## src/rtl/bin_to_bcd_seq.sv

```systemverilog
// bin_to_bcd_seq
//   Sequential shift-add-3 (double-dabble) binary-to-BCD converter. It feeds
//   the bcd0..bcd3 inputs of the 4-digit 7-segment scanner, so its digit
//   outputs are held and change only on the valid pulse.
//
// Parameters
//   IN_W      binary input width, 4..16
//   SATURATE  1: over-range input (> 9999) shows 9999; 0: shows value mod 10000
//
// Ports
//   clk        in   system clock
//   rst        in   asynchronous active-low reset
//   start      in   conversion request, accepted only while ready=1
//   bin        in   unsigned value, sampled on the accepting edge
//   hex_mode   in   (only with BCD_HEX_BYPASS_EN) show bin as raw hex nibbles
//   ready      out  converter idle, can accept start
//   valid      out  one-cycle pulse: bcd0..bcd3/ovf just updated
//   bcd0..3    out  units .. thousands digit (held)
//   ovf        out  last converted value was > 9999 (held)
//
// Configuration macro
//   BCD_HEX_BYPASS_EN  adds hex_mode; a hex request loads the nibbles of bin
//                      on the accepting edge, without entering SHIFT.
//
// state | meaning
// ------+------------------------------------------------------------
// IDLE  | ready=1, waiting for start
// SHIFT | one add-3/shift iteration per cycle, IN_W cycles in total

module bin_to_bcd_seq #(
    parameter int IN_W     = 14,
    parameter bit SATURATE = 1'b1
) (
    input  logic            clk,
    input  logic            rst,
    input  logic            start,
    input  logic [IN_W-1:0] bin,
`ifdef BCD_HEX_BYPASS_EN
    input  logic            hex_mode,
`endif
    output logic            ready,
    output logic            valid,
    output logic [3:0]      bcd0,
    output logic [3:0]      bcd1,
    output logic [3:0]      bcd2,
    output logic [3:0]      bcd3,
    output logic            ovf
);

    typedef enum logic {IDLE, SHIFT} state_t;

    state_t          state_q, state_n;
    logic [IN_W-1:0] sh_q, sh_n;
    logic [19:0]     scr_q, scr_n;
    logic [4:0]      cnt_q, cnt_n;
    logic            ovfp_q, ovfp_n;
    logic [15:0]     dig_q, dig_n;
    logic            ovf_n;
    logic            valid_n;

    logic [19:0]      adj;
    logic [19+IN_W:0] cat;

    // Add-3 correction on every scratch digit, then one combined left shift.
    always_comb begin
        adj = scr_q;
        for (int i = 0; i < 5; i++) begin
            if (scr_q[4*i +: 4] >= 4'd5)
                adj[4*i +: 4] = scr_q[4*i +: 4] + 4'd3;
        end
    end

    assign cat = {adj, sh_q} << 1;

    always_comb begin
        state_n = state_q;
        sh_n    = sh_q;
        scr_n   = scr_q;
        cnt_n   = cnt_q;
        ovfp_n  = ovfp_q;
        dig_n   = dig_q;
        ovf_n   = ovf;
        valid_n = 1'b0;
        ready   = 1'b0;
        case (state_q)
            IDLE: begin
                ready = 1'b1;
                if (start) begin
`ifdef BCD_HEX_BYPASS_EN
                    if (hex_mode) begin
                        dig_n   = 16'(bin);
                        ovf_n   = 1'b0;
                        valid_n = 1'b1;
                    end else begin
`endif
                        sh_n    = bin;
                        scr_n   = '0;
                        ovfp_n  = (32'(bin) > 32'd9999);
                        cnt_n   = 5'(IN_W);
                        state_n = SHIFT;
`ifdef BCD_HEX_BYPASS_EN
                    end
`endif
                end
            end
            SHIFT: begin
                scr_n = cat[19+IN_W:IN_W];
                sh_n  = cat[IN_W-1:0];
                cnt_n = cnt_q - 5'd1;
                if (cnt_q == 5'd1) begin
                    // Last iteration: publish the result straight from the
                    // combinational step; the fifth digit is dropped.
                    state_n = IDLE;
                    valid_n = 1'b1;
                    ovf_n   = ovfp_q;
                    if (SATURATE && ovfp_q)
                        dig_n = 16'h9999;
                    else
                        dig_n = cat[IN_W+15:IN_W];
                end
            end
            default: state_n = IDLE;
        endcase
    end

    always_ff @(posedge clk or negedge rst) begin
        if (!rst) begin
            state_q <= IDLE;
            sh_q    <= '0;
            scr_q   <= '0;
            cnt_q   <= '0;
            ovfp_q  <= 1'b0;
            dig_q   <= '0;
            ovf     <= 1'b0;
            valid   <= 1'b0;
        end else begin
            state_q <= state_n;
            sh_q    <= sh_n;
            scr_q   <= scr_n;
            cnt_q   <= cnt_n;
            ovfp_q  <= ovfp_n;
            dig_q   <= dig_n;
            ovf     <= ovf_n;
            valid   <= valid_n;
        end
    end

    assign bcd0 = dig_q[3:0];
    assign bcd1 = dig_q[7:4];
    assign bcd2 = dig_q[11:8];
    assign bcd3 = dig_q[15:12];

endmodule

```

## config.mk

```make
export PLATFORM = sky130hd
export DESIGN_NAME = bin_to_bcd_seq
export DESIGN_NICKNAME = d
export VERILOG_FILES = /design/src/rtl/bin_to_bcd_seq.sv
export SDC_FILE = /design/constraint.sdc
export NUM_CORES = 1
export LEC_CHECK = 0
export CORE_ASPECT_RATIO = 0.5
export CORE_MARGIN = 4
export CORE_UTILIZATION = 36
export CTS_BUF_LIST = sky130_fd_sc_hd__clkbuf_2
export CTS_CLUSTER_SIZE = 12
export DETAILED_ROUTE_END_ITERATION = 16
export PLACE_DENSITY = 0.66
export REMOVE_ABC_BUFFERS = 1
export SYNTH_ARGS = -nofsm -noshare
export SYNTH_HDL_FRONTEND = slang
export SYNTH_SLANG_ARGS = --single-unit
```

## constraint.sdc

```tcl
create_clock -name clk -period 2.17 [get_ports clk]
set_input_delay 0.651 -clock clk [delete_from_list [all_inputs] [get_ports clk]]
set_output_delay 0.651 -clock clk [all_outputs]
set_load 0.01 [all_outputs]
```

# Yosys cells after proc, flatten, opt, wreduce, memory -nomap -nowiden
# Cells that the tools add are included.
# op_classes
bitwise	1
magnitude_cmp	6
add_sub_neg	6
n_mux	18
eq_ne	2
n_reduce_logical	2
# op_table
op	count
$pmux W20 S2	1
$pmux W14 S2	1
$ge A4 B3 Y1 const B	5
$mux W20	1
$add A4 B2 Y4 const B	4
$mux W16	1
$mux W4	4
$gt A14 B14 Y1 const B	1
$mux W14	1
$pmux W5 S2	1
$eq A5 B1 Y1 const B	1
$mux W1	5
$mux W5	1
$sub A5 B1 Y5 const B	1
$reduce_and A2 Y1	2
$add A3 B2 Y3 const B	1
$mux W3	1
$ne A2 B2 Y1 const B	1
$pmux W1 S2	1
$not A1 Y1	1
# totals
ff_bits	59
in_bits	17

# Longest topological paths before layout
# Gate-level depths: netlist of run 1.
# logic_depth
word_depth	3
depth_mapped	6

# Worst setup path after synthesis of run 1
# No wires, ideal clock.
# synth_path
path_type	register to output
start	register state_q
end	output port ready
arrival_time_ps	865
stages_incl_launch_ff	4
path_buffers	2
path_slack_ps	654
path_cell_list	dfrtp_1 -> buf_2 -> inv_1 -> buf_2
# synth_via
elab_chain_len	1
# synth_lines
item	line_no	source
start: declaration	52	state_t state_q, state_n;
start signal: assignment	137	state_q <= state_n;
$mux W1	85	case (state_q)
end: declaration	41	output logic ready,
# Every way passes these cells.

# Worst setup path after layout of run 1
# layout_path
start	register dig_q[12]
end	output port bcd3[0]
# layout_lines
item	line_no	source
start: declaration	57	logic [15:0] dig_q, dig_n;
start signal: assignment	142	dig_q <= dig_n;
end: declaration	46	output logic [3:0] bcd3,
# No word-level cell between the ends.

==> summary.txt, run 1 <==
Status
  • Outcome: finished clean

Layout
  • Share of cells above drive strength 1: between 8 and 9%
  • Final Non-Filler Cells: about 380
  • Antenna Cells: 0
  • Area grow syn2layout: 19.1%
  • Most common cell after layout, fill and taps aside: dfrtp_1
  • Post-route cell area: 3160 um^2
  • Final core occ: 45.7%
  • Most frequent cells in the layout: dfrtp_1 (55), clkdlybuf4s50_1 (33), nand2_1 (31)
  • Final Net Count: 316

Worst setup path
  • Endpoint class of the critical path: output port
  • Setup CP Type: reg -> out
  • Buffers & Inverters on Critical Path: 1
  • CP arrival: between 1 and 1.5 ns
  • Crit-path max FO: 2
  • CP peak stage delay: 0.54 ns
  • Crit path cell chain: clkdlybuf4s50_1
  • Cell family with most CP delay: buffers and inverters
  • Startpoint types: register
  • Crit-path slowest cell: clkdlybuf4s50_1
  • Worst Path Required: between 1.5 and 2 ns

Yosys
  • Mapped cell area: 2650 um^2
  • Post-synth ARST share: 100%
  • Top_reg_cell synth: dfrtp_1
  • Synthesis-stage register bit count: 55
  • Register area share after synthesis: approximately 52%
  • Gate Count Post-Synth: approximately 250
  • Number of flops mapped to enable cells by yosys: 0
  • Distinct cells, synth: 34
  • Ys Warns: 0
  • Syn avg cell area: 10.6 um^2

Floorplanning
  • DIE HEIGHT: just under 70 um
  • Initial Util: about two fifths
  • Placeable Area: around 6900 um^2
  • Die ar.: ~8900 um^2
  • Cell Rows: 21
  • # IOs: 36
  • DIE WIDTH: around 130 um

GRT
  • Initial antenna violation count: 0
  • Via count of the first global-routing pass: between 2,000 and 2,500
  • Grt ovf: 0
  • Largest net degree at the start of global routing: 56
  • First-pass GRT wire length: 9540 um
  • Tot GR Track Use: 13.5%

Power
  • Combinational power share: 47.1%
  • Leakage power: ~1.5 nW
  • Sequential share of power: 43.7%
  • Maximum VDD drop: around 0.00035 V
  • Psw: 1.55 mW
  • Switching share of power: a little under two fifths
  • Internal: around 2.6 mW
  • Clk network pwr share: a little over 9%
  • Pwr/cell area: approximately 1300 nW/um^2

Placed design
  • Buffers on Ports: 35
  • Gpl congestion: 0.777
  • Placed cell area: ~3100 um^2
  • DP Wirelength: roughly 3700 um
  • Placed cell count: 374

Routing
  • DRT Pass-1 Iters: 5
  • Routed Wire Length: between 5000 and 6000 um
  • Via count of the routed design: between 1,500 and 2,000
  • Via density: between 5 and 6
  • Antenna Nets Post-Route: 0
  • DRC: 0
  • Wire per inst: between 10 and 15 um
  • Initial drt markers: 130

STA
  • RSZ-0062 raised after global routing: no
  • Fin crit period: ~2.1 ns
  • Fmax: a little under 500 MHz
  • Hold slack final: between 0.1 and 0.15 ns
  • Final Hold Viols: 0
  • Sum Neg Setup Slack: 0 ns
  • Worst-Margin Slew: 0.506 ns
  • Max-slew violation count: 0
  • Final Setup Violations: 0
  • Clk_skew: between 0.007 and 0.008 ns
  • Slew margin rel.: roughly 66%
  • Final period util: between 90% and 100%

Clock network
  • Max H-tree Level: 2
  • Post-CTS setup buffers: 0
  • CTS Sinks: 55
  • CTS tree: built
  • Post-CTS Hold Buffers: 0
  • Total CTS buffers: 5
  • Clock Latency Late Sink: approximately 0.44 ns
  • Max Buffers Root-to-Sink: 2
  • Resize count post-CTS: 0
  • Clock Pin Slew Worst Setup and Hold Paths: between 0.2 and 0.3 ns
  • Root Driver: clkbuf_2

Flow run
  • Max-cap violations: 0

Worst hold path
  • Worst Hold Class: in -> async
-- synth_stat cells (all sizes together), types with 2 or more instances --
| master | instances | area [um^2] |
|---|---|---|
| a21o | 10 | 75.1 |
| a21oi | 15 | 90.1 |
| a22o | 8 | 70.1 |
| a2bb2oi | 3 | 26.3 |
| buf | 13 | 75.1 |
| dfrtp | 55 | 1380 |
| ha | 10 | 125 |
| inv | 12 | 45.0 |
| mux2i | 18 | 180 |
| nand2 | 31 | 116 |
| nand2b | 4 | 25.0 |
| nor2 | 8 | 32.5 |
| nor2b | 3 | 18.8 |
| nor3 | 6 | 30.0 |
| nor3b | 10 | 75.1 |
| o21ai | 23 | 115 |
| o22ai | 6 | 37.5 |
| o31ai | 2 | 15.0 |
| xnor2 | 5 | 43.8 |
-- power by group through the flow --
stage          Sequential (mW)  Clock, mW  Combinational [mW]
3_5_place_dp              1.82          0                1.96
2_1_floorplan             1.85          0                1.21
6_report                  1.80      0.377                1.94
4_1_cts                   1.80      0.398                1.97
5_1_grt                   1.87      0.438                2.20
3_3_place_gp              1.80          0                1.90
-- worst paths after layout --
kind                                          to             startpoint  cells past startpoint  slack (ns)
setup / recovery                         bcd3[0]  dig_q[12]$_DFFE_PN0P_                      1        0.11
setup reg to reg           dig_q[13]$_DFFE_PN0P_      state_q$_DFF_PN0_                      6        0.44
hold / removal              cnt_q[4]$_DFFE_PN0P_                    rst                      2        0.14
min in group clk           dig_q[11]$_DFFE_PN0P_  dig_q[11]$_DFFE_PN0P_                      2        0.52
max in group asynchronous   dig_q[3]$_DFFE_PN0P_                    rst                      2        1.78
hold reg to reg            dig_q[11]$_DFFE_PN0P_  dig_q[11]$_DFFE_PN0P_                      2        0.52
-- cell families after synthesis --
logic type	after synthesis	synth area share (%)
AOI/OAI and AO/OA	69	16.9
xor gates and xnor gates	6	1.98
adders and majority gates	10	4.72
buffers and inverters	26	4.67
DFF	55	51.9
muxes	19	7.36
and+or+nand+nor	66	12.5
-- per-stage QoR --
step | power (mW) | worst slack (ns)
floorplan | 3.06 | -0.238
global placement | 3.69 | 0.228
detailed placement | 3.78 | 0.182
CTS | 4.17 | 0.00728
global route | 4.50 | 0.0158
finish | 4.11 | 0.105
-- state kept, by name (all words and copies together), names as in the netlist --
register	flops
dig_q	16
scr_q	16
sh_q	14
cnt_q	5
ovf	1
ovfp_q	1
state_q	1
valid	1
-- per-layer routing --
layer,part of all wire (%),up-vias,GRT usage (%)
li1,-,956,-
met1,46,967,16.4
met2,50,32,24.8
met3,2.4,7,2.38
met4,1.2,0,4.45
met5,0,-,0
-- area by class of cell --
cell class / count / area, um^2
Fill cell: 662 / 3750
Sequential cell: 55 / 1380
Multi-Input combinational cell: 170 / 1150
Timing Repair Buffer: 45 / 435
Tap cell: 92 / 115
Inverter: 12 / 45.0
Clock buffer: 5 / 25.0
Clock inverter: 2 / 8.76
Note: power is estimated with default switching activity, not from simulation.
==> run 2, diff against run 1 <==
--- a/config.mk
+++ b/config.mk
@@ -7,11 +7,11 @@
 export LEC_CHECK = 0
 export CORE_ASPECT_RATIO = 0.5
 export CORE_MARGIN = 4
-export CORE_UTILIZATION = 36
+export CORE_UTILIZATION = 35
 export CTS_BUF_LIST = sky130_fd_sc_hd__clkbuf_2
 export CTS_CLUSTER_SIZE = 12
 export DETAILED_ROUTE_END_ITERATION = 16
-export PLACE_DENSITY = 0.66
+export PLACE_DENSITY = 0.65
 export REMOVE_ABC_BUFFERS = 1
 export SYNTH_ARGS = -nofsm -noshare
 export SYNTH_HDL_FRONTEND = slang
==> summary.txt, run 2 (synthesized netlist as in run 1, its figures left out) <==
STA
  • Fin crit period: 2.06 ns (-0.00900 ns)
  • Clk_skew: 0.0192 ns (+0.0112 ns)
  • Worst-Margin Slew: 0.486 ns (-0.0199 ns)
  • Final Setup Violations: 0 (unchanged)
  • Fmax: 486 MHz (+0.44%)
  • RSZ-0062 raised after global routing: no
  • Slew margin rel.: 67.6% (+1.3 points)
  • Final Hold Viols: 0 (unchanged)
  • Final period util: 94.7% (-0.41 points)
  • Max-slew violation count: 0 (unchanged)
  • Sum Neg Setup Slack: 0 ns (unchanged)

Clock network
  • Post-CTS Hold Buffers: 0 (unchanged)
  • Clock Pin Slew Worst Setup and Hold Paths: 0.26 ns (about the same)
  • Total CTS buffers: 5 (unchanged)
  • Clock Latency Late Sink: 0.43 ns (about the same)
  • Max H-tree Level: 2 (unchanged)
  • CTS Sinks: 55 (unchanged)
  • Root Driver: clkbuf_2
  • Max Buffers Root-to-Sink: 2 (unchanged)
  • CTS tree: built

Floorplanning
  • DIE WIDTH: 131 um (+1.3%)
  • DIE HEIGHT: 69.5 um (+1.3%)
  • Die ar.: 9120 um^2 (+2.6%)
  • # IOs: 36 (unchanged)
  • Placeable Area: 7350 um^2 (+6.4%)
  • Cell Rows: 22 (+4.8%)
  • Initial Util: 36.1% (-2.3 points)

Layout
  • Final Net Count: 317 (+0.32%)
  • Largest regs: dig_q: 16 flops, scr_q: 16 flops, sh_q: 14 flops
  • Antenna Cells: 0 (unchanged)
  • Most frequent cells in the layout: dfrtp_1 (55), clkdlybuf4s50_1 (33), nand2_1 (31)
  • Area grow syn2layout: 20.7%
  • Seq. cell area: 1380 um^2 (unchanged)
  • Fill cells: 674 (+1.8%)
  • Area of the multi-input gates: 1150 um^2 (unchanged)
  • Most common cell after layout, fill and taps aside: dfrtp_1
  • Share of cells above drive strength 1: 9.28% (+0.63 points)
  • Final core occ: 43.5% (-2.2 points)

Worst setup path
  • Crit path cell chain: clkdlybuf4s50_1
  • Crit-path slowest cell: clkdlybuf4s50_1
  • Worst Path Required: 1.52 ns (about the same)
  • Startpoint types: register
  • CP peak stage delay: 0.55 ns (about the same)
  • Crit-path max FO: 2 (unchanged)
  • Setup CP Type: reg -> out
  • Cell family with most CP delay: buffers and inverters
  • Buffers & Inverters on Critical Path: 1 (unchanged)
  • Endpoint class of the critical path: output port
  • CP arrival: 1.40 ns (about the same)

Power
  • Leakage power: 1.49 nW (+1.3%)
  • Pwr/cell area: 1330 nW/um^2 (+1.9%)
  • Maximum VDD drop: 0.000337 V (-4.1%)

GRT
  • Via count of the first global-routing pass: 1,997 (-3.2%)
  • First-pass GRT wire length: 9350 um (-2.0%)
  • Grt ovf: 0 (unchanged)
  • Initial antenna violation count: 0 (unchanged)
  • Largest net degree at the start of global routing: 56 (unchanged)
  • Tot GR Track Use: 12.5% (-0.95 points)

Routing
  • Routed Wire Length: 5280 um (-1.0%)
  • Via density: 4.96 (-3.7%)
  • DRT Pass-1 Iters: 6 (+1)
  • Via count of the routed design: 1,920 (-2.1%)
  • Wire per inst: 13.6 um (-2.5%)
  • DRC: 0 (unchanged)
  • Antenna Nets Post-Route: 0 (unchanged)
  • Initial drt markers: 70 (-46%)

Placed design
  • DP Wirelength: 3740 um (+0.61%)
  • Buffers on Ports: 35 (unchanged)
  • Gpl congestion: 0.767 (-1.2%)

Status
  • Outcome: finished clean

Worst hold path
  • Worst Hold Class: in -> async

Flow run
  • Max-cap violations: 0 (unchanged)
==> run 2: cell types whose count changed in the layout (fill, tap and decap cells not counted), sizes merged <==
| cell | before | now |
|---|---|---|
| bufinv | 0 | 1 |
| buf | 11 | 12 |
==> run 2: worst paths after layout <==
check	endpoint	start	cells after the start	slack [ns]
worst max-delay path	bcd3[0]	dig_q[12]$_DFFE_PN0P_	1	0.11
worst min-delay path	ovf$_DFFE_PN0P_	rst	2	0.15
worst max register to register	dig_q[2]$_DFFE_PN0P_	cnt_q[0]$_DFFE_PN0P_	6	0.57
worst min register to register	dig_q[7]$_DFFE_PN0P_	dig_q[7]$_DFFE_PN0P_	2	0.51
max in group asynchronous	dig_q[2]$_DFFE_PN0P_	rst	2	1.74
min in group clk	dig_q[7]$_DFFE_PN0P_	dig_q[7]$_DFFE_PN0P_	2	0.51
==> run 2: cell type report <==
class	instances	area share, %
tap	96	3.75
multi-input combinational	170	36.0
clock inverter	3	1.21
sequential	55	43.0
clock buffer	5	0.782
inverter	12	1.41
timing repair buffer	46	13.8
==> run 2: what timing repair did <==
item	in CTS	in global routing
resized for setup	0	1
cloned	0	0
pin swaps	0	0
endpoints found under the setup margin	1	1
setup buffers	1	0
==> run 2: metrics by stage <==
step / instances / setup WS, ns / hold slack, ns / cell area, um^2 / total power, mW
final: 387 / 0.114 / 0.150 / 3200 / 4.24
after global routing: 387 / 0.0328 / 0.113 / 3200 / 4.62
after CTS: 387 / 0.0214 / 0.138 / 3200 / 4.30
after detailed placement: 378 / 0.207 / 0.469 / 3130 / 3.79
after global placement: 378 / 0.268 / 0.463 / 3130 / 3.69
after floorplan: 237 / -0.238 / 0.355 / 2570 / 3.06
==> run 2: metal layers <==
metal	track usage [%]	wire length (um)	vias to the layer above
li1	-	-	950
met3	2.38	103	6
met1	16.0	2440	950
met2	21.6	2680	14
met4	3.31	50	0
met5	0	0	-
==> run 2: power by group <==
part           switching (mW)  internal, mW
Clock                   0.310         0.189
Combinational           0.909          1.04
Sequential              0.343          1.45
==> run 3, diff against run 2 <==
--- a/config.mk
+++ b/config.mk
@@ -7,11 +7,11 @@
 export LEC_CHECK = 0
 export CORE_ASPECT_RATIO = 0.5
 export CORE_MARGIN = 4
-export CORE_UTILIZATION = 35
+export CORE_UTILIZATION = 55
 export CTS_BUF_LIST = sky130_fd_sc_hd__clkbuf_2
 export CTS_CLUSTER_SIZE = 12
 export DETAILED_ROUTE_END_ITERATION = 16
-export PLACE_DENSITY = 0.65
+export PLACE_DENSITY = 0.9
 export REMOVE_ABC_BUFFERS = 1
 export SYNTH_ARGS = -nofsm -noshare
 export SYNTH_HDL_FRONTEND = slang
==> summary.txt, run 3 (synthesized netlist as in run 1, its figures left out) <==
Worst setup path
  • Endpoint class of the critical path: output port
  • Setup CP Type: reg -> out
  • Reg2Reg Setup Slack: 0.36 ns (-0.21 ns)
  • Worst Path Required: 1.52 ns (about the same)
  • Crit-path slowest cell: clkdlybuf4s50_1
  • CP peak stage delay: 0.55 ns (about the same)
  • Buffers & Inverters on Critical Path: 1 (unchanged)
  • Crit-path max FO: 2 (unchanged)
  • CP arrival: 1.42 ns (+0.02 ns)
  • Startpoint types: register
  • Cell family with most CP delay: buffers and inverters
  • Crit path cell chain: clkdlybuf4s50_1

Worst hold path
  • Worst Hold Class: in -> async

Layout
  • Seq. cell area: 1380 um^2 (unchanged)
  • Final Net Count: 316 (-0.32%)
  • Most frequent cells in the layout: dfrtp_1 (55), clkdlybuf4s50_1 (33), nand2_1 (31)
  • Area grow syn2layout: 17.8%
  • Largest regs: dig_q: 16 flops, scr_q: 16 flops, sh_q: 14 flops
  • Fill cells: 336 (-50%)
  • Post-route cell area: 3120 um^2 (-2.3%)
  • Most common cell after layout, fill and taps aside: dfrtp_1
  • Share of cells above drive strength 1: 8.65% (-0.63 points)
  • Area of the multi-input gates: 1150 um^2 (unchanged)
  • Antenna Cells: 0 (unchanged)

Routing
  • Initial drt markers: 82 (+17%)
  • Via density: 5.62 (+13%)
  • Via count of the routed design: 1,995 (+3.9%)
  • DRC: 0 (unchanged)
  • Routed Wire Length: 5390 um (+2.1%)
  • Wire per inst: 15.2 um (+11%)
  • Antenna Nets Post-Route: 0 (unchanged)
  • DRT Pass-1 Iters: 5 (-1)

STA
  • Final Hold Viols: 0 (unchanged)
  • Fin crit period: 2.07 ns (+0.0113 ns)
  • Max-slew violation count: 0 (unchanged)
  • Worst-Margin Slew: 0.515 ns (+0.0291 ns)
  • Sum Neg Setup Slack: 0 ns (unchanged)
  • Slew margin rel.: 65.7% (-1.9 points)
  • Fmax: 484 MHz (-0.55%)
  • Clk_skew: 0.0275 ns (+0.00838 ns)
  • Final Setup Violations: 0 (unchanged)
  • Final period util: 95.2% (+0.52 points)
  • Hold slack final: 0.131 ns (-0.0186 ns)
  • Slack of the critical path: 0.103 ns (-0.0113 ns)
  • RSZ-0062 raised after global routing: no

Clock network
  • Post-CTS Hold Buffers: 0 (unchanged)
  • Root Driver: clkbuf_2
  • Total CTS buffers: 5 (unchanged)
  • Clock Latency Late Sink: 0.45 ns (+0.02 ns)
  • CTS tree: built
  • Max Buffers Root-to-Sink: 2 (unchanged)
  • Clock Pin Slew Worst Setup and Hold Paths: 0.26 ns (about the same)
  • CTS Sinks: 55 (unchanged)
  • Max H-tree Level: 2 (unchanged)

Floorplanning
  • Cell Rows: 17 (-23%)
  • DIE WIDTH: 106 um (-19%)
  • # IOs: 36 (unchanged)
  • DIE HEIGHT: 57.1 um (-18%)
  • Die ar.: 6060 um^2 (-33%)
  • Placeable Area: 4530 um^2 (-38%)
  • Initial Util: 58.5% (+22 points)

Flow run
  • Max-cap violations: 0 (unchanged)

Power
  • Final Total Pwr: 4.15 mW (-2.2%)
  • Pwr/cell area: 1330 nW/um^2 (+0.15%)
  • Leakage power: 1.47 nW (-1.3%)
  • Maximum VDD drop: 0.000473 V (+40%)

Status
  • Outcome: finished clean

Placed design
  • Placed cell area: 3090 um^2 (-1.2%)
  • Post-Place Worst Slack: 0.171 ns (-0.0367 ns)
  • Gpl congestion: 0.799 (+4.2%)
  • Buffers on Ports: 35 (unchanged)
  • DP Wirelength: 3940 um (+5.5%)

GRT
  • Largest net degree at the start of global routing: 56 (unchanged)
  • Via count of the first global-routing pass: 2,060 (+3.2%)
  • First-pass GRT wire length: 9250 um (-1.0%)
  • Grt ovf: 0 (unchanged)
  • Tot GR Track Use: 19.3% (+6.8 points)
  • Initial antenna violation count: 0 (unchanged)
## run 3: cell types whose count changed in the layout (fill, tap and decap cells not counted)
cell and change:
buf_4 -1, bufinv_16 -1
## run 3: power by group
part           leakage (nW)  switching, mW  total, mW  internal [mW]
combinational         0.740          0.937       1.97           1.04
clock                0.0262          0.305      0.373         0.0681
sequential            0.701          0.351       1.80           1.45
total                  1.47           1.59       4.15           2.56
## run 3: per-stage QoR
step                      util, %  std cells
after global routing         69.0        355
after detailed placement     68.2        348
after CTS                    68.9        355
after floorplan                 -        237
final                        69.0        355
after global placement       68.2        348
## run 3: final cells by class
| type | count | area share (%) |
|---|---|---|
| sequential | 55 | 44.1 |
| clock inverter | 2 | 0.280 |
| multi-input combinational | 170 | 36.8 |
| clock buffer | 5 | 0.801 |
| timing repair buffer | 45 | 13.9 |
| tap | 66 | 2.64 |
| inverter | 12 | 1.44 |
## run 3: layer usage
metal  track usage [%]  up-vias  share of wire [%]  wire length (um)
li1                  -      952                  -                 -
met3              3.84       10                3.2               174
met2              35.5       33                 51              2730
met5                 0        -                  0                 0
met1              22.4     1000                 44              2390
met4              7.93        0                1.8                96
## run 3: timing repair
item	in CTS	in global routing
gates resized for setup	0	1
endpoints found under the setup margin	0	1
hold endpoints to repair	0	0
setup buffers	0	0
## run 3: worst paths after layout
path                       depth (start not counted)                    to                  from
max                                                1               bcd0[1]  dig_q[1]$_DFFE_PN0P_
min                                                1   sh_q[6]$_DFFE_PN0P_                   rst
max reg2reg                                        5  dig_q[2]$_DFFE_PN0P_     state_q$_DFF_PN0_
min reg2reg                                        2  dig_q[7]$_DFFE_PN0P_  dig_q[7]$_DFFE_PN0P_
max in group asynchronous                          2  dig_q[9]$_DFFE_PN0P_                   rst
min in group clk                                   2  dig_q[7]$_DFFE_PN0P_  dig_q[7]$_DFFE_PN0P_
